--- src/rtl/decoder_pkg.sv ---
// Shared types and constants for the sequenced 3-to-8 decoder.
// Build option: DECODER_PULSE_CNT_EN adds a completed-pulse counter to the top.
package decoder_pkg;

    localparam int CNT_W     = 8;
    localparam int DEF_SEL_W = 3;

    typedef enum logic [1:0] {
        IDLE  = 2'b00,
        DRIVE = 2'b01,
        GAP   = 2'b10
    } dec_state_t;

endpackage

--- src/rtl/dec_timer.sv ---
// Loadable down-counter shared by the DRIVE and GAP phases of the decoder.
// Clear beats load, load beats decrement; it stops at zero instead of wrapping.
module dec_timer
    import decoder_pkg::*;
(
    input  logic             clk,
    input  logic             rst_n,
    input  logic             i_clr,
    input  logic             i_load,
    input  logic [CNT_W-1:0] i_load_val,
    input  logic             i_dec,
    output logic             o_zero
);

    logic [CNT_W-1:0] r_cnt;

    always_ff @(posedge clk or negedge rst_n) begin
        if (!rst_n) begin
            r_cnt <= '0;
        end else if (i_clr) begin
            r_cnt <= '0;
        end else if (i_load) begin
            r_cnt <= i_load_val;
        end else if (i_dec && (r_cnt != '0)) begin
            r_cnt <= r_cnt - 1'b1;
        end
    end

    assign o_zero = (r_cnt == '0);

endmodule

--- src/rtl/decoder_3x8_seq.sv ---
// Sequenced decoder: accepts a code over valid/ready and drives a one-hot pulse.
// Build option: DECODER_PULSE_CNT_EN adds output pulse_cnt (saturating count of completed pulses).
module decoder_3x8_seq
    import decoder_pkg::*;
#(
    parameter int SEL_W       = DEF_SEL_W,
    parameter int HOLD_CYCLES = 4,
    parameter int GAP_CYCLES  = 1
) (
    input  logic                clk,
    input  logic                rst_n,
    input  logic                En,
    input  logic                in_valid,
    input  logic [SEL_W-1:0]    in,
    output logic                in_ready,
    output logic [2**SEL_W-1:0] o,
    output logic                o_valid,
    output logic                busy,
`ifdef DECODER_PULSE_CNT_EN
    output logic [15:0]         pulse_cnt,
`endif
    output logic [1:0]          o_dbg_state
);

    localparam int               OUT_W   = 2**SEL_W;
    localparam bit               HAS_GAP = (GAP_CYCLES > 0);
    localparam logic [CNT_W-1:0] HOLD_LD = CNT_W'(HOLD_CYCLES - 1);
    localparam logic [CNT_W-1:0] GAP_LD  = CNT_W'(HAS_GAP ? GAP_CYCLES - 1 : 0);

    // Handshake: a code transfers on a rising edge where in_valid && in_ready.
    // in_ready depends only on En and state, never on in_valid.
    dec_state_t       r_state;
    logic [OUT_W-1:0] r_o;
    logic             r_o_valid;

    logic             w_zero;
    logic             w_accept;
    logic             w_drive_expire;
    logic             w_load;
    logic [CNT_W-1:0] w_load_val;
    logic             w_dec;
    logic [OUT_W-1:0] w_onehot;

    assign in_ready       = En && (r_state == IDLE);
    assign w_accept       = in_valid && in_ready;
    assign w_drive_expire = (r_state == DRIVE) && w_zero;
    assign w_load         = w_accept || (w_drive_expire && HAS_GAP);
    assign w_load_val     = w_accept ? HOLD_LD : GAP_LD;
    assign w_dec          = (r_state != IDLE) && !w_zero;
    assign w_onehot       = OUT_W'(1) << in;

    dec_timer u_timer (
        .clk        (clk),
        .rst_n      (rst_n),
        .i_clr      (!En),
        .i_load     (w_load),
        .i_load_val (w_load_val),
        .i_dec      (w_dec),
        .o_zero     (w_zero)
    );

    // Dropping En wins over everything, including an expiring count.
    always_ff @(posedge clk or negedge rst_n) begin
        if (!rst_n) begin
            r_state   <= IDLE;
            r_o       <= '0;
            r_o_valid <= 1'b0;
        end else if (!En) begin
            r_state   <= IDLE;
            r_o       <= '0;
            r_o_valid <= 1'b0;
        end else begin
            case (r_state)
                IDLE: begin
                    if (in_valid) begin
                        r_o       <= w_onehot;
                        r_o_valid <= 1'b1;
                        r_state   <= DRIVE;
                    end
                end
                DRIVE: begin
                    if (w_zero) begin
                        r_o       <= '0;
                        r_o_valid <= 1'b0;
                        if (HAS_GAP) r_state <= GAP;
                        else         r_state <= IDLE;
                    end
                end
                GAP: begin
                    if (w_zero) r_state <= IDLE;
                end
                default: r_state <= IDLE;
            endcase
        end
    end

`ifdef DECODER_PULSE_CNT_EN
    logic [15:0] r_pulse_cnt;

    always_ff @(posedge clk or negedge rst_n) begin
        if (!rst_n) begin
            r_pulse_cnt <= '0;
        end else if (En && w_drive_expire && (r_pulse_cnt != 16'hFFFF)) begin
            r_pulse_cnt <= r_pulse_cnt + 16'd1;
        end
    end

    assign pulse_cnt = r_pulse_cnt;
`endif

    assign o           = r_o;
    assign o_valid     = r_o_valid;
    assign busy        = (r_state != IDLE);
    assign o_dbg_state = r_state;

endmodule

--- config.mk ---
export PLATFORM = sky130hd
export DESIGN_NAME = decoder_3x8_seq
export DESIGN_NICKNAME = d
export VERILOG_FILES = /design/src/rtl/decoder_pkg.sv /design/src/rtl/dec_timer.sv /design/src/rtl/decoder_3x8_seq.sv
export SDC_FILE = /design/constraint.sdc
export NUM_CORES = 1
export LEC_CHECK = 0
export CAP_MARGIN = 10
export CORE_MARGIN = 4
export CORE_UTILIZATION = 36
export DETAILED_ROUTE_END_ITERATION = 10
export PLACE_DENSITY_LB_ADDON = 0.25
export SLEW_MARGIN = 20
export SYNTH_ARGS = -nofsm -noshare
export SYNTH_HDL_FRONTEND = slang
export SYNTH_SLANG_ARGS = --single-unit
--- constraint.sdc ---
create_clock -name clk -period 3.85 [get_ports clk]
set_input_delay 0.77 -clock clk [delete_from_list [all_inputs] [get_ports clk]]
set_output_delay 0.77 -clock clk [all_outputs]
set_load 0.03 [all_outputs]
# == After elaboration in Yosys (flattened, before gate mapping) ==
# Cells that the tools add are included.
# totals
out_inout_bits,13
elab_cells,43
regBits,19
inputBits,7
# op_classes
mux,17
addsub,1
n_shift,1
reduce_logical,13
n_eq_ne,7
# op_table
cell,n
$mux W8,6
$pmux W8 S2,1
$mux W2,5
$ne A3 B3 Y1 const B,3
$logic_not A8 Y1,1
$reduce_bool A8 Y1,1
$shl A1 B3 Y8 const A,1
$sub A8 B1 Y8 const B,1
$ne A3 B1 Y1 const B,2
$pmux W2 S3,1
$reduce_and A3 Y1,2
$logic_and A1 B1 Y1,5
$mux W1,3
$eq A2 B1 Y1 const B,1
$eq A2 B2 Y1 const B,1
$logic_not A2 Y1,1
$pmux W1 S2,1
$reduce_bool A2 Y1,1
$logic_not A1 Y1,1
$logic_or A1 B1 Y1,1

# == Depth between registers and ports, before layout ==
# depth
ltp_word,7
ltp_mapped,7
mapped_depth_nobuf,6

# == Hierarchy ==
# Synthesis repeated with hierarchy kept, for this count alone.
# hier_totals
hier_cells,123
area_unflattened_um2,1151.1
# by_module_without_submodules
module,instances,cells_per_inst,area_per_inst_um2
decoder_3x8_seq,1,62,595.6
dec_timer,1,61,555.5

# == Worst setup path after synthesis ==
# No wires, ideal clock.
# synth_timing
kind,input port to output port
start,input En
end,output in_ready
path_stages,2
arrival_ns,1.337
t_required_ns,3.080
n_path_buf,1
path_slack_ns,1.743
path_cell_list,clkbuf_1 and2_1
# synth_between
elab_chain_len,1
# synth_rtl
item,line,rtl
from (decl),decoder_3x8_seq.sv:12,"input logic En,"
$logic_and A1 B1 Y1,decoder_3x8_seq.sv:44,assign in_ready = En && (r_state == IDLE);
to (decl),decoder_3x8_seq.sv:15,"output logic in_ready,"
# Every way passes these cells.

# == Worst setup path in the final report ==
# layout_timing
start,"register r_state[0], in the netlist o_dbg_state[0]"
end,output in_ready
# layout_between
elab_chain_len,2
# layout_rtl
item,line,rtl
from (decl),decoder_3x8_seq.sv:32,dec_state_t r_state;
from (signal assigned),decoder_3x8_seq.sv:65,r_state <= IDLE;
from (signal assigned),decoder_3x8_seq.sv:69,r_state <= IDLE;
from (signal assigned),decoder_3x8_seq.sv:78,r_state <= DRIVE;
$logic_not A2 Y1,decoder_3x8_seq.sv:44,
$logic_and A1 B1 Y1,decoder_3x8_seq.sv:44,
# Every way passes these cells.

==> reports/qor.txt <==
Vias in the first global route: 871
Area of the core: 2810 um2
Initial Util: 38.4%
DR iter-0 viols: 31
Pre-antenna DRT Iters: 4
# port buffers: 19
CTS Sinks: 19
Unrepaired setup endpoints after global routing: false
Deepest clock path buffer count: 2
Max Freq: 0.357 GHz
Skew-Pair Late Insertion Delay: 0.30 ns
HP Start: o[1]$_DFFE_PN0P_
Total Routing Usage GR: 13.0%
Worst-margin pin slew: 0.865 ns
Routability Congestion: 0.847
Layout Nets: 136
Hold buffers post-CTS: 0
Fin. max-slew vios: 0
Yosys warning count: 0
Clock skew: 0.00258 ns
Hold path endpoint: o[1]$_DFFE_PN0P_
Cell count after placement: 153
LEAKAGE: 0.000556 uW
Row count: 19
Full die area: 3930 um2
First-pass GRT wire length: 4.20 mm
Final hold slack: 0.490 ns
Syn_nets: 115
Die Wd: 62.7 um
Number of flops mapped to enable cells by yosys: 0
CP Launch Type: flip-flop
Total number of vias: 912
Top cell type by total area after synthesis: dfrtp_1
Largest vdd supply drop: 0.306 mV
Setup Viol. Count Final: 0
Largest net degree at the start of global routing: 20
Post-DP HPWL: 1.77 mm
Chip height: 62.7 um
Total congestion overflow: 0
Mean Syn Cell Area: 10.2 um2
Final hold viol count: 0
Layout cells sized above 1: 9.52%
Top Ports: 20
Critical R2R Launch: u_timer.r_cnt[0]$_DFFE_PN0P_
Asr flop ratio synth: 100%
Cell area power density: 711 nW/um2
R2R Path End: o_valid$_DFFE_PN0P_
Post-cts resize count: 0
Main synth FF type: dfrtp_1
Max_cap viols: 0
CP Data Required Time: 3.08 ns
Post-synth top area share: 44.1%
Synth area leaders: dfrtp_1 44%, a32o_1 3.7%, inv_1 3.5%, nor2_1 2.8%, o2bb2ai_1 2.4%
Crit path max fanout: 14
Area Growth Syn to Fin: 22.2%
Hold WC Path Type: reg2reg
H-Tree Depth: 1
Final min period: 2.80 ns
Number of distinct library cells after synthesis: 42
Clock slew at reported path FFs: 0.11 ns
Clock Tree Root: clkbuf_4
Antenna cell count: 0
Drt wl/cell: 15.7 um
WP data arrival: 2.03 ns
Final period utilization: 72.7%
Final ANT Viol Nets: 0
Setup TNS: 0 ns
Yosys reg bits: 19
CTS tree: done
Hold path cells: 1
Commonest non-fill, non-tap cells in the layout: 19 x clkdlybuf4s50_1, 19 x dfrtp_1, 10 x inv_1
Total CTS buffers: 3
Crit Path Category: reg2out
Final WL: 2.46 mm
Residual DRC: 0
R2R cell count: 6
Avg Vias per Cell: 5.81
Cells after Synth: 106
Post-CTS Setup Bufs: 0
Sequential fraction of the synthesis area: 44.1%
Crit. End Element: primary output
Outcome: finished clean
Post-synthesis cell area: 1080 um2
Antenna violations before repair: 0
R2R setup slack: 1.90 ns
Final std cells w/o fill: 157
Max-Slew Margin vs Limit: 42.2%
[critical path: stages, from the launching register on]
cell             delay [ns]
dfrtp_1                0.54
nor2_1                 0.34
and2_1                 0.18
clkdlybuf4s50_1        0.66
[where the power goes]
group	switching, uW	total [uW]	internal [uW]
Sequential	80.7	328	247
Clock	65.2	104	38.7
Combinational	292	505	213
Total	438	937	499
[area by class of cell]
type                            count  area, um2
Tap cell                           31       38.8
Fill cell                         278       1490
Clock inverter                      1       5.00
Sequential cell                    19        475
Inverter                           10       37.5
Timing Repair Buffer               20        198
Clock buffer                        3       22.5
Multi-Input combinational cell     73        539
[worst max path at each step]
stage | start | depth (start not counted) | slack [ns] | end
4_1_cts | En | 3 | 1.05 | in_ready
3_3_place_gp | En | 3 | 1.05 | in_ready
5_1_grt | o_dbg_state[0]$_DFFE_PN0P_ | 3 | 0.91 | in_ready
6_report | o_dbg_state[0]$_DFFE_PN0P_ | 3 | 1.05 | in_ready
2_1_floorplan | En | 2 | 1.74 | in_ready
3_5_place_dp | En | 3 | 1.05 | in_ready
[per-stage QoR]
| stage | util [%] | instance area [um2] | setup slack (ns) | total power [uW] |
|---|---|---|---|---|
| after global routing | 46.9 | 1320 | 0.906 | 1010 |
| final | 46.9 | 1320 | 1.05 | 937 |
| after floorplan | - | 1080 | 1.74 | 693 |
| after CTS | 46.9 | 1320 | 1.05 | 938 |
| after global placement | 45.9 | 1290 | 1.05 | 824 |
| after detailed placement | 45.9 | 1290 | 1.05 | 831 |
[logic make-up after synthesis]
group,Yosys count,share of synthesized area [%]
AOI/OAI and AO/OA,31,21.5
xor gates and xnor gates,1,0.813
adders and majority gates,2,2.32
buffers and inverters,14,5.81
DFF,19,44.1
muxes,1,0.929
and+or+nand+nor,38,24.5
[state kept, by name, indices dropped and copies added, names as in the netlist]
signal / count
o_dbg_state: 2
o: 8
o_valid: 1
u_timer.r_cnt: 8
[Yosys cell counts, types with 2 or more instances]
library cell / number
dfrtp_1: 19
inv_1: 10
nor2_1: 8
o21ai_0: 5
a21oi_1: 4
a32o_1: 4
nand2_1: 4
nand3_1: 4
nor3_1: 4
a21boi_0: 3
o2bb2ai_1: 3
buf_2: 2
ha_1: 2
nand4_1: 2
nand4b_1: 2
o21a_1: 2
o32ai_1: 2
o41ai_1: 2
[per-layer routing]
layer / GRT usage (%) / up-vias / wire, um
met5: 0 / - / 0
met4: 5.51 / 0 / 53
met3: 1.98 / 6 / 91
met2: 19.3 / 28 / 1120
met1: 18.7 / 437 / 1200
li1: - / 441 / -
Note: power is estimated with default switching activity, not from simulation.
